**src/rtl/cafeteria_pkg.sv**
```systemverilog
// Shared constants for the cafeteria range front end: value widths, range
// limit, the ASCII characters the parser recognises and the parser states.
package cafeteria_pkg;

    localparam int WIDTH     = 50;
    localparam int NUM_RANGE = 182;
    localparam int CNT_W     = 10;

    localparam logic [7:0] ASCII_0    = 8'h30;
    localparam logic [7:0] ASCII_9    = 8'h39;
    localparam logic [7:0] ASCII_DASH = 8'h2D;
    localparam logic [7:0] ASCII_LF   = 8'h0A;
    localparam logic [7:0] ASCII_CR   = 8'h0D;

    typedef enum logic [2:0] {
        S_IDLE,
        S_P_START,
        S_P_END,
        S_EMIT,
        S_DONE,
        S_ERR
    } parse_state_e;

    function automatic logic is_digit(input logic [7:0] b);
        return (b >= ASCII_0) && (b <= ASCII_9);
    endfunction

endpackage

```
**src/rtl/dec_accum.sv**
```systemverilog
// Decimal accumulator: holds a W-bit value, offers value*10+digit together
// with an overflow flag, and commits that result when digit_en is high.
module dec_accum #(
    parameter int W = 50
) (
    input  logic         clk,
    input  logic         rst,
    input  logic         clr,
    input  logic         digit_en,
    input  logic [3:0]   digit,
    output logic [W-1:0] value,
    output logic         ovf
);

    logic [W-1:0] acc_q;
    logic [W+3:0] prod;

    // Four guard bits are enough for acc*10+9, so any set guard bit means overflow
    always_comb begin
        prod = ({4'd0, acc_q} * (W+4)'(10)) + {{W{1'b0}}, digit};
        ovf  = |prod[W+3:W];
    end

    // Accumulator register; clear has priority over a new digit
    always_ff @(posedge clk or posedge rst) begin
        if (rst) begin
            acc_q <= '0;
        end else if (clr) begin
            acc_q <= '0;
        end else if (digit_en) begin
            acc_q <= prod[W-1:0];
        end
    end

    assign value = acc_q;

endmodule

```
**src/rtl/range_list_parser.sv**
```systemverilog
// Streaming "a-b\n" range list parser: turns ASCII bytes into (start,end)
// integer pairs over a valid/ready handshake, stopping at a blank line, at
// in_last, or after MAX_RANGES ranges.
// Optional feature macro RANGE_PARSER_SWAP_EN: emit inverted ranges swapped
// so that rng_start <= rng_end always holds.
module range_list_parser #(
    parameter int WIDTH      = cafeteria_pkg::WIDTH,
    parameter int MAX_RANGES = cafeteria_pkg::NUM_RANGE,
    parameter int CNT_W      = cafeteria_pkg::CNT_W
) (
    input  logic             clk,
    input  logic             rst,
    input  logic             start,
    input  logic             in_valid,
    output logic             in_ready,
    input  logic [7:0]       in_data,
    input  logic             in_last,
    output logic             rng_valid,
    input  logic             rng_ready,
    output logic [WIDTH-1:0] rng_start,
    output logic [WIDTH-1:0] rng_end,
    output logic [CNT_W-1:0] range_count,
    output logic             done,
    output logic             err
);

    import cafeteria_pkg::*;

    parse_state_e     state_q, state_d;
    logic             seen_q, seen_d;
    logic             last_q, last_d;
    logic [WIDTH-1:0] rng_start_q, rng_start_d;
    logic [WIDTH-1:0] rng_end_q, rng_end_d;
    logic [CNT_W-1:0] count_q, count_d;

    logic             take;
    logic             byte_digit;
    logic [3:0]       digit_val;
    logic             clr_acc, s_en, e_en;
    logic [WIDTH-1:0] acc_s, acc_e;
    logic             ovf_s, ovf_e;

    assign in_ready   = (state_q == S_P_START) || (state_q == S_P_END);
    assign take       = in_valid && in_ready;
    assign byte_digit = is_digit(in_data);
    // ASCII digits are 0x30..0x39, so the low nibble already is the digit value
    assign digit_val  = in_data[3:0];

    dec_accum #(.W(WIDTH)) u_acc_start (
        .clk      (clk),
        .rst      (rst),
        .clr      (clr_acc),
        .digit_en (s_en),
        .digit    (digit_val),
        .value    (acc_s),
        .ovf      (ovf_s)
    );

    dec_accum #(.W(WIDTH)) u_acc_end (
        .clk      (clk),
        .rst      (rst),
        .clr      (clr_acc),
        .digit_en (e_en),
        .digit    (digit_val),
        .value    (acc_e),
        .ovf      (ovf_e)
    );

    // Next-state logic: byte classification per field, emit handshake, restart
    always_comb begin
        state_d     = state_q;
        seen_d      = seen_q;
        last_d      = last_q;
        rng_start_d = rng_start_q;
        rng_end_d   = rng_end_q;
        count_d     = count_q;
        clr_acc     = 1'b0;
        s_en        = 1'b0;
        e_en        = 1'b0;
        case (state_q)
            S_IDLE, S_DONE, S_ERR: begin
                if (start) begin
                    state_d = S_P_START;
                    seen_d  = 1'b0;
                    last_d  = 1'b0;
                    count_d = '0;
                    clr_acc = 1'b1;
                end
            end
            S_P_START: begin
                if (take) begin
                    if (byte_digit) begin
                        if (ovf_s || in_last) begin
                            state_d = S_ERR;
                        end else begin
                            s_en   = 1'b1;
                            seen_d = 1'b1;
                        end
                    end else if (in_data == ASCII_CR) begin
                        if (in_last) state_d = S_ERR;
                    end else if (in_data == ASCII_DASH && seen_q && !in_last) begin
                        state_d = S_P_END;
                        seen_d  = 1'b0;
                    end else if (in_data == ASCII_LF && !seen_q) begin
                        state_d = S_DONE;
                    end else begin
                        state_d = S_ERR;
                    end
                end
            end
            S_P_END: begin
                if (take) begin
                    if (byte_digit) begin
                        if (ovf_e || in_last) begin
                            state_d = S_ERR;
                        end else begin
                            e_en   = 1'b1;
                            seen_d = 1'b1;
                        end
                    end else if (in_data == ASCII_CR) begin
                        if (in_last) state_d = S_ERR;
                    end else if (in_data == ASCII_LF && seen_q) begin
                        state_d = S_EMIT;
                        last_d  = in_last;
`ifdef RANGE_PARSER_SWAP_EN
                        if (acc_s > acc_e) begin
                            rng_start_d = acc_e;
                            rng_end_d   = acc_s;
                        end else begin
                            rng_start_d = acc_s;
                            rng_end_d   = acc_e;
                        end
`else
                        rng_start_d = acc_s;
                        rng_end_d   = acc_e;
`endif
                    end else begin
                        state_d = S_ERR;
                    end
                end
            end
            S_EMIT: begin
                if (rng_ready) begin
                    count_d = count_q + CNT_W'(1);
                    clr_acc = 1'b1;
                    seen_d  = 1'b0;
                    if ((count_q + CNT_W'(1)) == CNT_W'(MAX_RANGES) || last_q) begin
                        state_d = S_DONE;
                    end else begin
                        state_d = S_P_START;
                    end
                end
            end
            default: state_d = S_IDLE;
        endcase
    end

    // State and output registers; reset aborts any parse in progress
    always_ff @(posedge clk or posedge rst) begin
        if (rst) begin
            state_q     <= S_IDLE;
            seen_q      <= 1'b0;
            last_q      <= 1'b0;
            rng_start_q <= '0;
            rng_end_q   <= '0;
            count_q     <= '0;
        end else begin
            state_q     <= state_d;
            seen_q      <= seen_d;
            last_q      <= last_d;
            rng_start_q <= rng_start_d;
            rng_end_q   <= rng_end_d;
            count_q     <= count_d;
        end
    end

    assign rng_valid   = (state_q == S_EMIT);
    assign rng_start   = rng_start_q;
    assign rng_end     = rng_end_q;
    assign range_count = count_q;
    assign done        = (state_q == S_DONE) || (state_q == S_ERR);
    assign err         = (state_q == S_ERR);

endmodule

```
**config.mk**
```make
export PLATFORM = sky130hd
export DESIGN_NAME = range_list_parser
export DESIGN_NICKNAME = d
export VERILOG_FILES = /design/src/rtl/cafeteria_pkg.sv /design/src/rtl/dec_accum.sv /design/src/rtl/range_list_parser.sv
export SDC_FILE = /design/constraint.sdc
export NUM_CORES = 1
export LEC_CHECK = 0
export ABC_CLOCK_PERIOD_IN_PS = 17200
export CORE_UTILIZATION = 47
export CTS_CLUSTER_SIZE = 10
export DETAILED_ROUTE_END_ITERATION = 8
export PLACE_DENSITY = 0.66
export SLEW_MARGIN = 20
export SYNTH_ARGS = -nofsm -noshare
export SYNTH_HDL_FRONTEND = slang
export SYNTH_HIERARCHICAL = 1
export SYNTH_SLANG_ARGS = --single-unit
```
**constraint.sdc**
```tcl
create_clock -name clk -period 17.2 [get_ports clk]
set_input_delay 3.44 -clock clk [delete_from_list [all_inputs] [get_ports clk]]
set_output_delay 3.44 -clock clk [all_outputs]
set_load 0.02 [all_outputs]
```
---- Word-level counts from Yosys, hierarchy flattened ----
Index checks and enable logic that the tools add are counted.
storage, ports and cells
  logic and storage cells ................. 117
  output and inout port bits .............. 114
  bits in registers ....................... 215
operators by class
  multipliers ............................. 2
  bitwise logic cells ..................... 2
  add/sub/neg operators ................... 3
  reductions and logical operators ........ 27
  $lt $le $gt $ge ......................... 2
  equal/unequal tests ..................... 23
  multiplexer cells ....................... 50
operator list
  cell                                                                     number
  50-bit two-way mux                                                       4
  54-bit by 4-bit adder with 54-bit output                                 2
  50-bit by 3-bit multiplier with 53-bit output (second input constant)    2
  3-bit two-way mux                                                        14
  1-bit two-way mux                                                        25
  10-bit two-way mux                                                       2
  10-bit case mux with 2 select lines                                      1
  8-bit by 4-bit equality test with 1-bit output (second input constant)   2
  2-bit != test (second input constant)                                    7
  3-bit case mux with 4 select lines                                       1
  6-bit AND reduction                                                      2
  10-bit by 1-bit adder with 10-bit output (second input constant)         1
  10-bit by 8-bit equality test with 1-bit output (second input constant)  1
  10-bit AND reduction                                                     1
  3-bit by 2-bit != test with 1-bit output (second input constant)         3
  8-bit by 6-bit equality test with 1-bit output (second input constant)   1
  8-bit by 6-bit >= comparator with 1-bit output (second input constant)   1
  8-bit by 6-bit <= comparator with 1-bit output (second input constant)   1
  2-bit nonzero test                                                       4
  4-bit OR reduction                                                       2
  3-bit by 2-bit equality test with 1-bit output (second input constant)   2
  3-bit equality test (second input constant)                              2
  1-bit logical AND                                                        6
  3-bit != test (second input constant)                                    2
  12 further kinds                                                         20

---- Logic depth before layout (Yosys ltp) ----
  word-level depth ........................ 10
  mapped depth ............................ 24
  depth with buffers taken out ............ 20

---- Hierarchy ----
Netlist, hierarchy kept.
by module, submodules not included
  module                   area each (um^2)  instances  seq. area each (um^2)  cells an instance
  dec_accum (u_acc_start)  7043.0            1          1251.2                 907
  dec_accum (u_acc_end)    7020.5            1          1251.2                 873
  range_list_parser        5039.8            1          2877.8                 374

---- Worst setup path after synthesis ----
No wires, ideal clock.
  kind .................................... input -> register
  start ................................... input port in_data[2]
  end ..................................... register u_acc_start.acc_q[45], in the netlist u_acc_start/value[45]
  buffers on the path ..................... 1
  required time ........................... 17131 ps
  setup time .............................. 69 ps
  slack ................................... 9736 ps
  cell stages on the path ................. 15
  arrival time ............................ 7395 ps
  cell sequence ........................... ha_1 -> a21o_1 -> a21oi_1 -> nor3_1 -> nand4_1 -> or3_1 -> nor4_4 -> nand3b_1 -> or4b_1 -> a2bb2o_1 -> nor3_1 -> clkbuf_1 -> nor2b_1 -> or4b_1 -> nand3_1
on the way
  cells in the longest elaborated chain, start to end .. 8
  elaborated cells between the ends (all ways) .. 13
  classes of those cells .................. add/sub: 1; order compare: 2; mux: 6; reduce/logical: 4
RTL lines
  element                                   line                     RTL
  start, declared                           range_list_parser.sv:16  input logic [7:0] in_data,
  54-bit by 4-bit adder with 54-bit output  dec_accum.sv:20          prod = ({4'd0, acc_q} * (W+4)'(10)) + {{W{1'b0}}, digit};
  4-bit OR reduction                        dec_accum.sv:21          ovf = |prod[W+3:W];
  named net ovf_s                           range_list_parser.sv:41  logic ovf_s, ovf_e;
  1-bit logical OR                          range_list_parser.sv:93  if (ovf_s || in_last) begin
  1-bit two-way mux                         range_list_parser.sv:93
  1-bit two-way mux                         range_list_parser.sv:92  if (byte_digit) begin
  1-bit two-way mux                         range_list_parser.sv:91  if (take) begin
  1-bit two-way mux                         range_list_parser.sv:80  case (state_q)
  named net s_en                            range_list_parser.sv:39  logic clr_acc, s_en, e_en;
  2-bit nonzero test (no source line)       n/a
  end signal, assigned                      dec_accum.sv:31          acc_q <= prod[W-1:0];
  end, declared                             dec_accum.sv:15          logic [W-1:0] acc_q;
The timed path passes the listed nets, and every way through them passes these cells. The select of a mux whose other input is x is not followed.
A chain may end at the register's enable or synchronous reset.

---- Final worst setup path ----
Ends and elaborated chain as after synthesis.

==> impl_metrics.csv <==
group,metric,value,unit
status,outcome,"completed",
synthesis,yosysTopAreaCell,"dfrtp_1",
clock_tree,postCtsHoldBufs,0,
drt,drc_errors,0,
clock_tree,cts_resized,0,
timing,setup_viol,0,
timing,fmax,107,MHz
synthesis,synth_edf_count,0,
synthesis,syn-num-nets,2372,
floorplanning,placementRows,73,
layout,fin_util,53.4,%
global_route,grt_max_degree,96,
floorplanning,die_w,204,um
synthesis,seq_area_frac_synth,28.2,%
clock_tree,cts-buffers-inserted,27,
global_route,grt_pass1_wl,87.6,mm
timing,slew_headroom,32.4,%
min_path,hold_class,"flip-flop to flip-flop",
synthesis,synth_seq_cells,215,
timing,fin_hold_ws,0.481,ns
timing,maxSlewViolCount,0,
floorplanning,die_h,204,um
floorplanning,initial_core_util,47.9,%
timing,worstMarginPinSlew,1.01,ns
global_route,use_met1,40.3,%
clock_tree,cts_max_path_buffers,3,
pwr,finalPower,1.19,mW
floorplanning,ios,128,
synthesis,synth_cell_type_count,108,
synthesis,syn_area_per_cell,8.87,um2
layout,syn_to_final_growth,11.5,%
clock_tree,h-tree-depth,1,
synthesis,ys.flop_type,"dfrtp_1",
placement,dpl_worst_slack,7.51,ns
synthesis,syn_area,19100,um2
worst_setup_path,worstPathMaxFanout,90,
global_route,gr-usage-met3,2.94,%
global_route,antenna_found_initial,1,
clock_tree,clock_latency,0.57,ns
drt,ant_nets,0,
layout,fin_nets,2427,
synthesis,synth_cells,2154,
pwr,max-vdd-ir-drop,0.0611,mV
worst_setup_path,required,17.69,ns
timing,final-hold-violation-count,0,
global_route,grt_pass1_vias,15758,
floorplanning,dieArea,41500,um2
timing,fin_ws,7.88,ns
timing,fin_crit,9.32,ns
pwr,leakagePower,9.52,nW
worst_setup_path,end_kind,"flip-flop",
clock_tree,cts.clk_slew.worst_paths,0.06,ns
drt,num_vias,16824,
placement,gp_congestion,0.950,
drt,wirelength,54.7,mm
placement,port_buffers,127,
timing,rsz0062_at_grt,"no",
pwr,p_per_area,55.8,nW/um2
placement,dp_hpwl,42.1,mm
drt,drt_iter0_drc,1298,
layout,num_antenna_cells,0,
drt,avgRoutedWirePerCell,19.9,um
global_route,grt_busiest_layer,"met1",
synthesis,async_flop_share,100,%
synthesis,synth_top_area_share,28.2,%
timing,setup-tns-final,0,ns
drt,vias_per_cell,6.13,
worst_setup_path,crit_type,"input pin to flip-flop",
drt,dr.pass1.iters,5,
timing,post-route-period-util,54.2,%
synthesis,ys_top_cells_by_area,"dfrtp_1 (28%), ha_1 (13%), mux2_1 (6.0%)",
layout,final_layout_size_suffix_gt1_share,5.23,%
clock_tree,post_cts_buffers,0,
flow_run,drv_cap,0,
worst_setup_path,cp_data_arrival_time,9.81,ns
worst_setup_path,start_kind,"input pin",
timing,clock_skew,0.0215,ns
clock_tree,cts_sinks,215,
global_route,grt-ovfl-total,0,
floorplanning,core_area,39900,um2
global_route,grtUsageTotal,26.3,%
clock_tree,cts-root-buf,"clkbuf_16",
global_route,met2_usage,38.7,%
synthesis,ys_warn_count,6,
clock_tree,cts_tree,"built",
[worst max-delay path: stages]
cell,delay (ns)
clkdlybuf4s50_1,0.61
ha_1,0.39
a21o_1,0.11
a21oi_1,0.10
nor3_1,0.52
nand4_1,0.49
or3_1,0.60
nor4_4,0.55
nand3b_1,0.18
or4b_1,0.50
a2bb2o_1,0.31
nor3_2,0.18
buf_4,0.76
nor2b_1,0.47
or4b_1,0.49
nand3_1,0.09
[Yosys cell counts (24+ instances only)]
| master | instances |
|---|---|
| and3_1 | 24 |
| a21oi_1 | 122 |
| ha_1 | 200 |
| nand3_1 | 56 |
| nor2_1 | 218 |
| xnor2_1 | 73 |
| nand2_1 | 185 |
| nor3_1 | 54 |
| dfrtp_1 | 215 |
| mux2_1 | 102 |
| xor2_1 | 75 |
| inv_1 | 29 |
| o21ai_1 | 35 |
| or3_1 | 28 |
| clkbuf_1 | 65 |
| a21o_1 | 38 |
| nand4_1 | 54 |
| o21ai_0 | 84 |
| a211oi_1 | 96 |
[per-stage QoR]
stage / area [um2] / cells
floorplan: 19100 / 2154
global placement: 20500 / 2705
detailed placement: 20500 / 2705
CTS: 21300 / 2744
global route: 21300 / 2744
finish: 21300 / 2744
[layout by cell type, fill, tap and decap left out, types with 7 or more instances in the layout]
cell type / n
nor2_1: 218
dfrtp_1: 215
ha_1: 200
nand2_1: 185
clkdlybuf4s50_1: 127
a21oi_1: 122
mux2_1: 102
a211oi_1: 96
o21ai_0: 84
xor2_1: 75
xnor2_1: 73
nand3_1: 56
nand4_1: 54
nor3_1: 52
a21o_1: 38
o21ai_1: 35
or3_1: 28
clkbuf_16: 27
inv_1: 26
and3_1: 24
and2_1: 23
o21a_1: 18
mux2i_1: 18
a31oi_1: 18
o211ai_1: 17
nor4_1: 16
nor2b_1: 14
o21bai_1: 14
a311oi_1: 13
and4_1: 10
a21oi_2: 10
nand2b_1: 9
or4_1: 7
o31ai_1: 7
buf_4: 7
a2111oi_0: 7
[final cells by class]
class | instances | area [um2]
fill | 3687 | 18600
multi-input combinational | 1800 | 13100
sequential | 215 | 5380
timing repair buffer | 134 | 1320
clock buffer | 35 | 736
tap | 525 | 657
inverter | 31 | 120
clock inverter | 4 | 30.0
[sequential cells by signal (all words and copies together) (netlist names)]
name / count
last_q: 1
range_count: 10
rng_end: 50
rng_start: 50
seen_q: 1
state_q: 3
u_acc_end/value: 50
u_acc_start/value: 50
[cell families (layout without fill, tap and decap cells)]
| group | count (synthesis) | after routing | synth area share [%] |
|---|---|---|---|
| AND/OR/NAND/NOR | 757 | 757 | 20.3 |
| XOR/XNOR | 153 | 153 | 7.21 |
| multiplexers | 120 | 120 | 6.96 |
| buffers and inverters | 139 | 204 | 3.55 |
| AO/OA/AOI/OAI | 566 | 566 | 20.3 |
| flip-flops | 215 | 215 | 28.2 |
| adder cells (fa/ha/maj) | 204 | 204 | 13.5 |
[per-layer routing]
| metal | share of wire (%) | vias to the layer above | wire length (um) |
|---|---|---|---|
| met5 | 0 | - | 0 |
| met4 | 2.2 | 0 | 1190 |
| met3 | 6.1 | 72 | 3310 |
| met2 | 42 | 498 | 22700 |
| met1 | 50 | 8081 | 27500 |
| li1 | - | 8173 | - |
[power breakdown]
| group | leakage [nW] | internal [mW] | switching (mW) |
|---|---|---|---|
| Combinational | 6.15 | 0.0457 | 0.104 |
| Clock | 0.373 | 0.295 | 0.218 |
| Sequential | 3.00 | 0.512 | 0.0139 |
[final timing paths]
| kind | start | end | slack [ns] | cells past startpoint |
|---|---|---|---|---|
| min in group asynchronous | rst | u_acc_end/value[8]$_DFFE_PP0P_ | 3.51 | 3 |
| max reg2reg | u_acc_start/value[1]$_DFFE_PP0P_ | u_acc_start/value[45]$_DFFE_PP0P_ | 10.04 | 20 |
| min | rng_start[20]$_DFFE_PP0P_ | rng_start[20]$_DFFE_PP0P_ | 0.48 | 1 |
| min reg2reg | rng_start[20]$_DFFE_PP0P_ | rng_start[20]$_DFFE_PP0P_ | 0.48 | 1 |
| max | in_data[2] | u_acc_start/value[45]$_DFFE_PP0P_ | 7.88 | 16 |
| max in group asynchronous | rst | rng_start[41]$_DFFE_PP0P_ | 12.45 | 3 |
Note: power is estimated with default switching activity, not from simulation.
